### config.mk
export PLATFORM = sky130hd
export DESIGN_NAME = fetch_unit
export DESIGN_NICKNAME = d
export VERILOG_FILES = /design/src/rtl/cpu_types_pkg.sv /design/src/rtl/fetch_skid_buffer.sv /design/src/rtl/fetch_unit.sv
export SDC_FILE = /design/constraint.sdc
export NUM_CORES = 1
export LEC_CHECK = 0
export BUFFER_PORTS_ARGS = -buffer_cell sky130_fd_sc_hd__buf_2
export CORE_ASPECT_RATIO = 0.9
export CORE_MARGIN = 3
export CORE_UTILIZATION = 53
export DETAILED_ROUTE_END_ITERATION = 8
export HOLD_SLACK_MARGIN = 0.12
export PLACE_DENSITY = 0.83
export SYNTH_ARGS = -nofsm -noshare
export SYNTH_HDL_FRONTEND = slang
export SYNTH_SLANG_ARGS = --single-unit
### constraint.sdc
create_clock -name CLK -period 8.2 [get_ports CLK]
set_input_delay 1.64 -clock CLK [delete_from_list [all_inputs] [get_ports CLK]]
set_output_delay 1.64 -clock CLK [all_outputs]
set_load 0.02 [all_outputs]
### src/rtl/cpu_types_pkg.sv
// cpu_types_pkg: shared datapath types for the MIPS core.
//   word_t        - 32-bit machine word
//   fetch_state_t - fetch-stage control state (FETCH, DRAIN, HALTED)
//   fetch_entry_t - one buffered fetch result: instruction plus PC+4 as [31:2]
//   PC_STEP       - sequential PC increment
package cpu_types_pkg;

  typedef logic [31:0] word_t;

  typedef enum logic [1:0] {
    FETCH  = 2'd0,
    DRAIN  = 2'd1,
    HALTED = 2'd2
  } fetch_state_t;

  typedef struct packed {
    word_t       instr;
    logic [31:2] npc;
  } fetch_entry_t;

  localparam word_t PC_STEP = 32'd4;

endpackage

### src/rtl/fetch_skid_buffer.sv
// fetch_skid_buffer: 2-entry FIFO between instruction memory and IF/ID.
// Slot 0 is always the head; a pop shifts slot 1 into slot 0.
// Ports:
//   clk, rst            clock / asynchronous active-high reset
//   push, push_instr,
//   push_npc            write a new entry at the tail
//   pop                 drop the head entry (ignored when empty)
//   flush               empty the FIFO; overrides push and pop
//   count               number of valid entries (0..2)
//   head_instr, head_npc  contents of the head slot
module fetch_skid_buffer
  import cpu_types_pkg::*;
(
  input  logic        clk,
  input  logic        rst,
  input  logic        push,
  input  logic        pop,
  input  logic        flush,
  input  logic [31:0] push_instr,
  input  logic [29:0] push_npc,
  output logic [1:0]  count,
  output logic [31:0] head_instr,
  output logic [29:0] head_npc
);

  fetch_entry_t entry_reg  [2];
  fetch_entry_t entry_next [2];
  fetch_entry_t new_entry;
  logic [1:0]   count_reg;
  logic [1:0]   count_next;
  logic         pop_ok;
  logic         push_ok;
  logic [1:0]   wr_idx;

  assign new_entry = '{instr: push_instr, npc: push_npc};

  // A full buffer can still accept a push when the head leaves on the same edge.
  assign pop_ok  = pop && (count_reg != 2'd0);
  assign push_ok = push && ((count_reg != 2'd2) || pop_ok);
  assign wr_idx  = count_reg - {1'b0, pop_ok};

  always_comb begin
    count_next = count_reg + {1'b0, push_ok} - {1'b0, pop_ok};
    if (flush) count_next = 2'd0;
  end

  genvar gi;
  generate
    for (gi = 0; gi < 2; gi++) begin : g_slot
      always_comb begin
        entry_next[gi] = entry_reg[gi];
        if (pop_ok && gi == 0) entry_next[gi] = entry_reg[1];
        if (push_ok && wr_idx == 2'(gi)) entry_next[gi] = new_entry;
      end

      // Contents need no clearing on flush: count alone defines validity.
      always_ff @(posedge clk or posedge rst) begin
        if (rst) entry_reg[gi] <= '0;
        else if (!flush) entry_reg[gi] <= entry_next[gi];
      end
    end
  endgenerate

  always_ff @(posedge clk or posedge rst) begin
    if (rst) count_reg <= 2'd0;
    else count_reg <= count_next;
  end

  assign count      = count_reg;
  assign head_instr = entry_reg[0].instr;
  assign head_npc   = entry_reg[0].npc;

endmodule

### src/rtl/fetch_unit.sv
// fetch_unit: instruction-fetch stage of the 5-stage MIPS pipeline.
// Owns the PC, issues instruction-memory reads, buffers up to two returned
// instructions ahead of IF/ID and handles branch/jump redirects and halt.
// Ports:
//   CLK, RST                    clock / asynchronous active-high reset
//   ihit, imemload              memory response strobe and data
//   imemREN, imemaddr           memory read request and address
//   stall                       IF/ID cannot accept the head this cycle
//   redirect, redirect_pc       taken branch/jump pulse and target
//   halt                        core halt level from MEM/WB
//   instr_o, npc_o, instr_valid head of buffer towards IF/ID
//   pc_o                        current fetch PC
module fetch_unit
  import cpu_types_pkg::*;
#(
  parameter logic [31:0] PC_INIT = 32'h0000_0000
) (
  input  logic        CLK,
  input  logic        RST,
  input  logic        ihit,
  input  logic [31:0] imemload,
  output logic        imemREN,
  output logic [31:0] imemaddr,
  input  logic        stall,
  input  logic        redirect,
  input  logic [31:0] redirect_pc,
  input  logic        halt,
  output logic [31:0] instr_o,
  output logic [29:0] npc_o,
  output logic        instr_valid,
  output logic [31:0] pc_o
);

  fetch_state_t state_reg, state_next;
  word_t        pc_reg, pc_next;
  word_t        target_reg, target_next;
  word_t        pc_plus4;
  word_t        redirect_tgt;
  logic         req;
  logic         push;
  logic         pop;
  logic         flush;
  logic [1:0]   count;

  assign pc_plus4     = pc_reg + PC_STEP;
  assign redirect_tgt = redirect_pc & 32'hFFFF_FFFC;

  always_ff @(posedge CLK or posedge RST) begin
    if (RST) begin
      state_reg  <= FETCH;
      pc_reg     <= PC_INIT;
      target_reg <= PC_INIT;
    end else begin
      state_reg  <= state_next;
      pc_reg     <= pc_next;
      target_reg <= target_next;
    end
  end

  always_comb begin
    state_next  = state_reg;
    pc_next     = pc_reg;
    target_next = target_reg;
    push        = 1'b0;
    flush       = 1'b0;
    req         = 1'b0;

    case (state_reg)
      FETCH: begin
        // count only grows on ihit, so a request once raised stays raised.
        req = (count != 2'd2);
        if (redirect) begin
          flush = 1'b1;
          if (ihit || !req) begin
            pc_next = redirect_tgt;
          end else begin
            // The outstanding read must complete before a new address is
            // presented; park the target until it does.
            target_next = redirect_tgt;
            state_next  = DRAIN;
          end
        end else if (ihit) begin
          push    = 1'b1;
          pc_next = pc_plus4;
        end
      end
      DRAIN: begin
        req = 1'b1;
        if (redirect && ihit) begin
          pc_next    = redirect_tgt;
          state_next = FETCH;
        end else if (redirect) begin
          target_next = redirect_tgt;
        end else if (ihit) begin
          pc_next    = target_reg;
          state_next = FETCH;
        end
      end
      HALTED: begin
        req = 1'b0;
      end
      default: begin
        state_next = FETCH;
      end
    endcase

    // Halt overrides everything, abandoning any outstanding read.
    if (halt) begin
      state_next  = HALTED;
      flush       = 1'b1;
      push        = 1'b0;
      pc_next     = pc_reg;
      target_next = target_reg;
    end
  end

  assign pop = instr_valid && !stall;

  fetch_skid_buffer u_buf (
    .clk        (CLK),
    .rst        (RST),
    .push       (push),
    .pop        (pop),
    .flush      (flush),
    .push_instr (imemload),
    .push_npc   (pc_plus4[31:2]),
    .count      (count),
    .head_instr (instr_o),
    .head_npc   (npc_o)
  );

  assign instr_valid = (count != 2'd0);

  // Reset kills the request combinationally, not just at the next edge.
  assign imemREN  = req && !RST;
  assign imemaddr = RST ? 32'h0 : pc_reg;
  assign pc_o     = pc_reg;

endmodule

==> results.txt <==
----------------------------------------------------
[Outcome]
  Outcome ... complete, no violations

[Floorplan]
  Die boundary height ... 133 um
  Floorplan core area ... 17,300 sq um
  Die X ... 148 um
  Std cell rows ... 45
  Area of the die ... 19,700 sq um
  Initial core utilization ... 55.4%
  Io pins ... 198

[Cells and area]
  Post-route design area ... 10,800 sq um
  Post-layout net count ... 1,099
  Area growth from synthesis to layout ... 12.5%
  Commonest cells after routing, fill and taps aside ... 191 x buf_2, 188 x dfrtp_1, 98 x nand2_1
  Area occupied by multi-input gates ... 4110 sq um
  Most frequent standard cell in the layout excluding fill and tap cells ... buf_2
  Footprint of the flip-flops and latches ... 4700 sq um
  Count of fill cells added during filler insertion ... 1,404
  Fraction of final layout cells sized beyond drive strength 1 ... 30.4%
  Number of diodes ... 0
  Final Instance Count excl. Fillers ... 1,275
  Max reg flops ... 62

[STA]
  Setup-failing EPs final ... 0
  Pins over their slew limit ... 0
  Skew final ... 11.9 ps
  RSZ-0062 raised after global routing ... no
  Minimum clock period ... 4380 ps
  Transition at the pin with the smallest max-transition slack ... 1070 ps
  Hold Vio Cnt, Final ... 0
  Worst-case headroom to the max-slew limit ... 28.4%
  Final period util ... 53.5%
  Sum of negative setup slack ... 0 ps
  Max Fclk ... 0.228 GHz

[CTS]
  CTS tree ... built
  Post_cts resized ... 0
  Maximum root-to-sink buffer count ... 2
  Source-to-sink clock delay at the later pin of the worst-skew pair ... 440 ps
  Hold buffer count at CTS ... 0
  TritonCTS Buffers ... 17
  CTS sink cnt ... 188
  Post-CTS setup buffer count ... 0
  Clock Tree Root ... clkbuf_16
  Worst-path clk slew ... 70 ps
  Depth of the CTS H-tree ... 4

[Min path]
  Cells on Worst Hold Path ... 2
  Endpoint of the worst hold path ... u_buf.head_npc[3]
  HP Class ... reg2reg
  Startpoint of the lowest-slack hold path ... u_buf.head_npc[3]

[Global route]
  Via count of the first global-routing pass ... 6,866
  Largest net degree at the start of global routing ... 113
  GR Util All Layers ... 22.9%
  Initial antenna violation count ... 0
  Overflow after GRT ... 0
  Global-route wire length before repair ... 36,100 um

[Synthesis]
  Synth top area share ... 49.2%
  Yosys warnings ... 0
  Fraction of registers with async set or reset after synthesis ... 100%
  Average instance area after synthesis ... 10.3 sq um
  Synthesized flop and latch total ... 188
  Gate count after technology mapping ... 932
  Leading area contributor after synthesis ... dfrtp_1
  Dominant register cell in the synthesized netlist ... dfrtp_1
  Number of distinct standard cells referenced by the synthesized netlist ... 59
  Top post-synthesis cells by area ... dfrtp_1 49%, mux2_2 8.4%, mux2i_1 5.3%
  Post-synthesis cell area ... 9570 sq um
  Count of flip-flops with a built-in enable after synthesis ... 0
  Part of the Yosys area used for sequential elements ... 49.2%

[Power]
  Leak ... 0.00543 uW
  Sum of internal, switching and leakage power ... 2070 uW
  Largest voltage drop on the vdd net ... 0.146 mV
  Power density over cell area ... 192 nW/um^2

[Detailed routing]
  Routed vias/inst ... 5.73
  First-pass iteration count of the detailed router ... 6
  Violation count after the first detailed-route iteration ... 664
  DRC ... 0
  Final Routed Wirelength ... 22,800 um
  Average detailed-routed wire length per instance ... 17.9 um
  Total via count in the routed design ... 7,311
  Residual antenna-violating net count after detailed routing ... 0

[Critical path]
  Worst path required time ... 8510 ps
  Reg2Reg Setup Slack ... 4960 ps
  Type of origin of the critical path ... input port
  Setup crit end kind ... flop
  Crit path max fanout ... 83
  Critical R2R Capture ... u_buf.entry_reg[41]
  Data arrival, critical path ... 4700 ps
  Depth of the most critical reg-to-reg path ... 4
  FF-to-FF Start ... state_reg[0]
  CP Class ... in2reg

[Placed design]
  Cell count after placement ... 1,243
  Global placement routability congestion ... 0.881
  Placement Cell Area ... 10,100 sq um
  Port bufs ... 191
  DP HPWL ... 15,600 um

[Flow run]
  Max-Cap Viols ... 0

----------------------------------------------------
==> metrics by stage <==
step	util [%]	hold slack, ps	setup WS [ps]
detailed placement	58.7	465	3420
floorplan	-	449	1250
CTS	62.3	481	3890
global placement	58.7	456	3450
global route	62.3	495	3640
finish	62.3	474	3820
==> where the power goes <==
group / switching [uW] / internal, uW
Sequential: 41.7 / 960
Clock: 396 / 468
Combinational: 128 / 74.8
Total: 566 / 1500
==> routing by layer <==
| layer | vias up | routed length [um] | share of wire [%] | global-route usage, % |
|---|---|---|---|---|
| met5 | - | 0 | 0 | 0 |
| met4 | 0 | 391 | 1.7 | 5.95 |
| met3 | 34 | 2060 | 9.0 | 5.71 |
| met2 | 334 | 10300 | 45 | 34.6 |
| met1 | 3538 | 10000 | 44 | 33.2 |
| li1 | 3405 | - | - | - |
==> how the worst max path moves through the flow <==
| stage | startpoint | end | slack, ps | cells after the start |
|---|---|---|---|---|
| final | redirect | u_buf.entry_reg[41] | 3820 | 5 |
| after global routing | redirect | u_buf.entry_reg[37] | 3640 | 5 |
| after CTS | redirect | u_buf.entry_reg[41] | 3890 | 5 |
| after detailed placement | redirect | u_buf.entry_reg[49] | 3420 | 5 |
| after global placement | redirect | u_buf.entry_reg[44] | 3450 | 5 |
| after floorplan | RST | pc_o[10] | 1250 | 2 |
==> cell usage after synthesis, types with 9 or more instances <==
cell / instances
buf_4: 68
nor3_1: 16
inv_1: 9
o211ai_1: 11
nand3_1: 26
xor2_1: 9
buf_2: 24
nor2_1: 52
nor2b_1: 26
a21oi_1: 27
dfrtp_1: 188
clkbuf_1: 28
xnor2_1: 19
o2bb2ai_1: 10
o21ai_0: 89
mux2_2: 71
nand2_1: 98
mux2i_1: 51
a22o_1: 9
==> cells by family after synthesis <==
family          share of synthesized area (%)
mux                                      13.7
other cells                            0.0392
fa+ha+maj                               0.261
simple gates                             13.3
flops                                    49.2
buf+inv                                  8.28
xor+xnor                                 2.56
compound gates                           12.7
==> critical path, stage by stage <==
cell	delay (ps)
buf_2	400
and4bb_2	340
o21a_1	690
nand3_4	960
mux2_2	600
==> cell type report <==
type	instances	share of cell area, %
inverters	9	0.360
well taps	235	2.73
repair buffers	197	9.30
clock inverters	15	1.81
flip-flops and latches	188	43.7
clock buffers	17	3.95
multi-input cells	614	38.2
(Power assumes the default switching activity.)
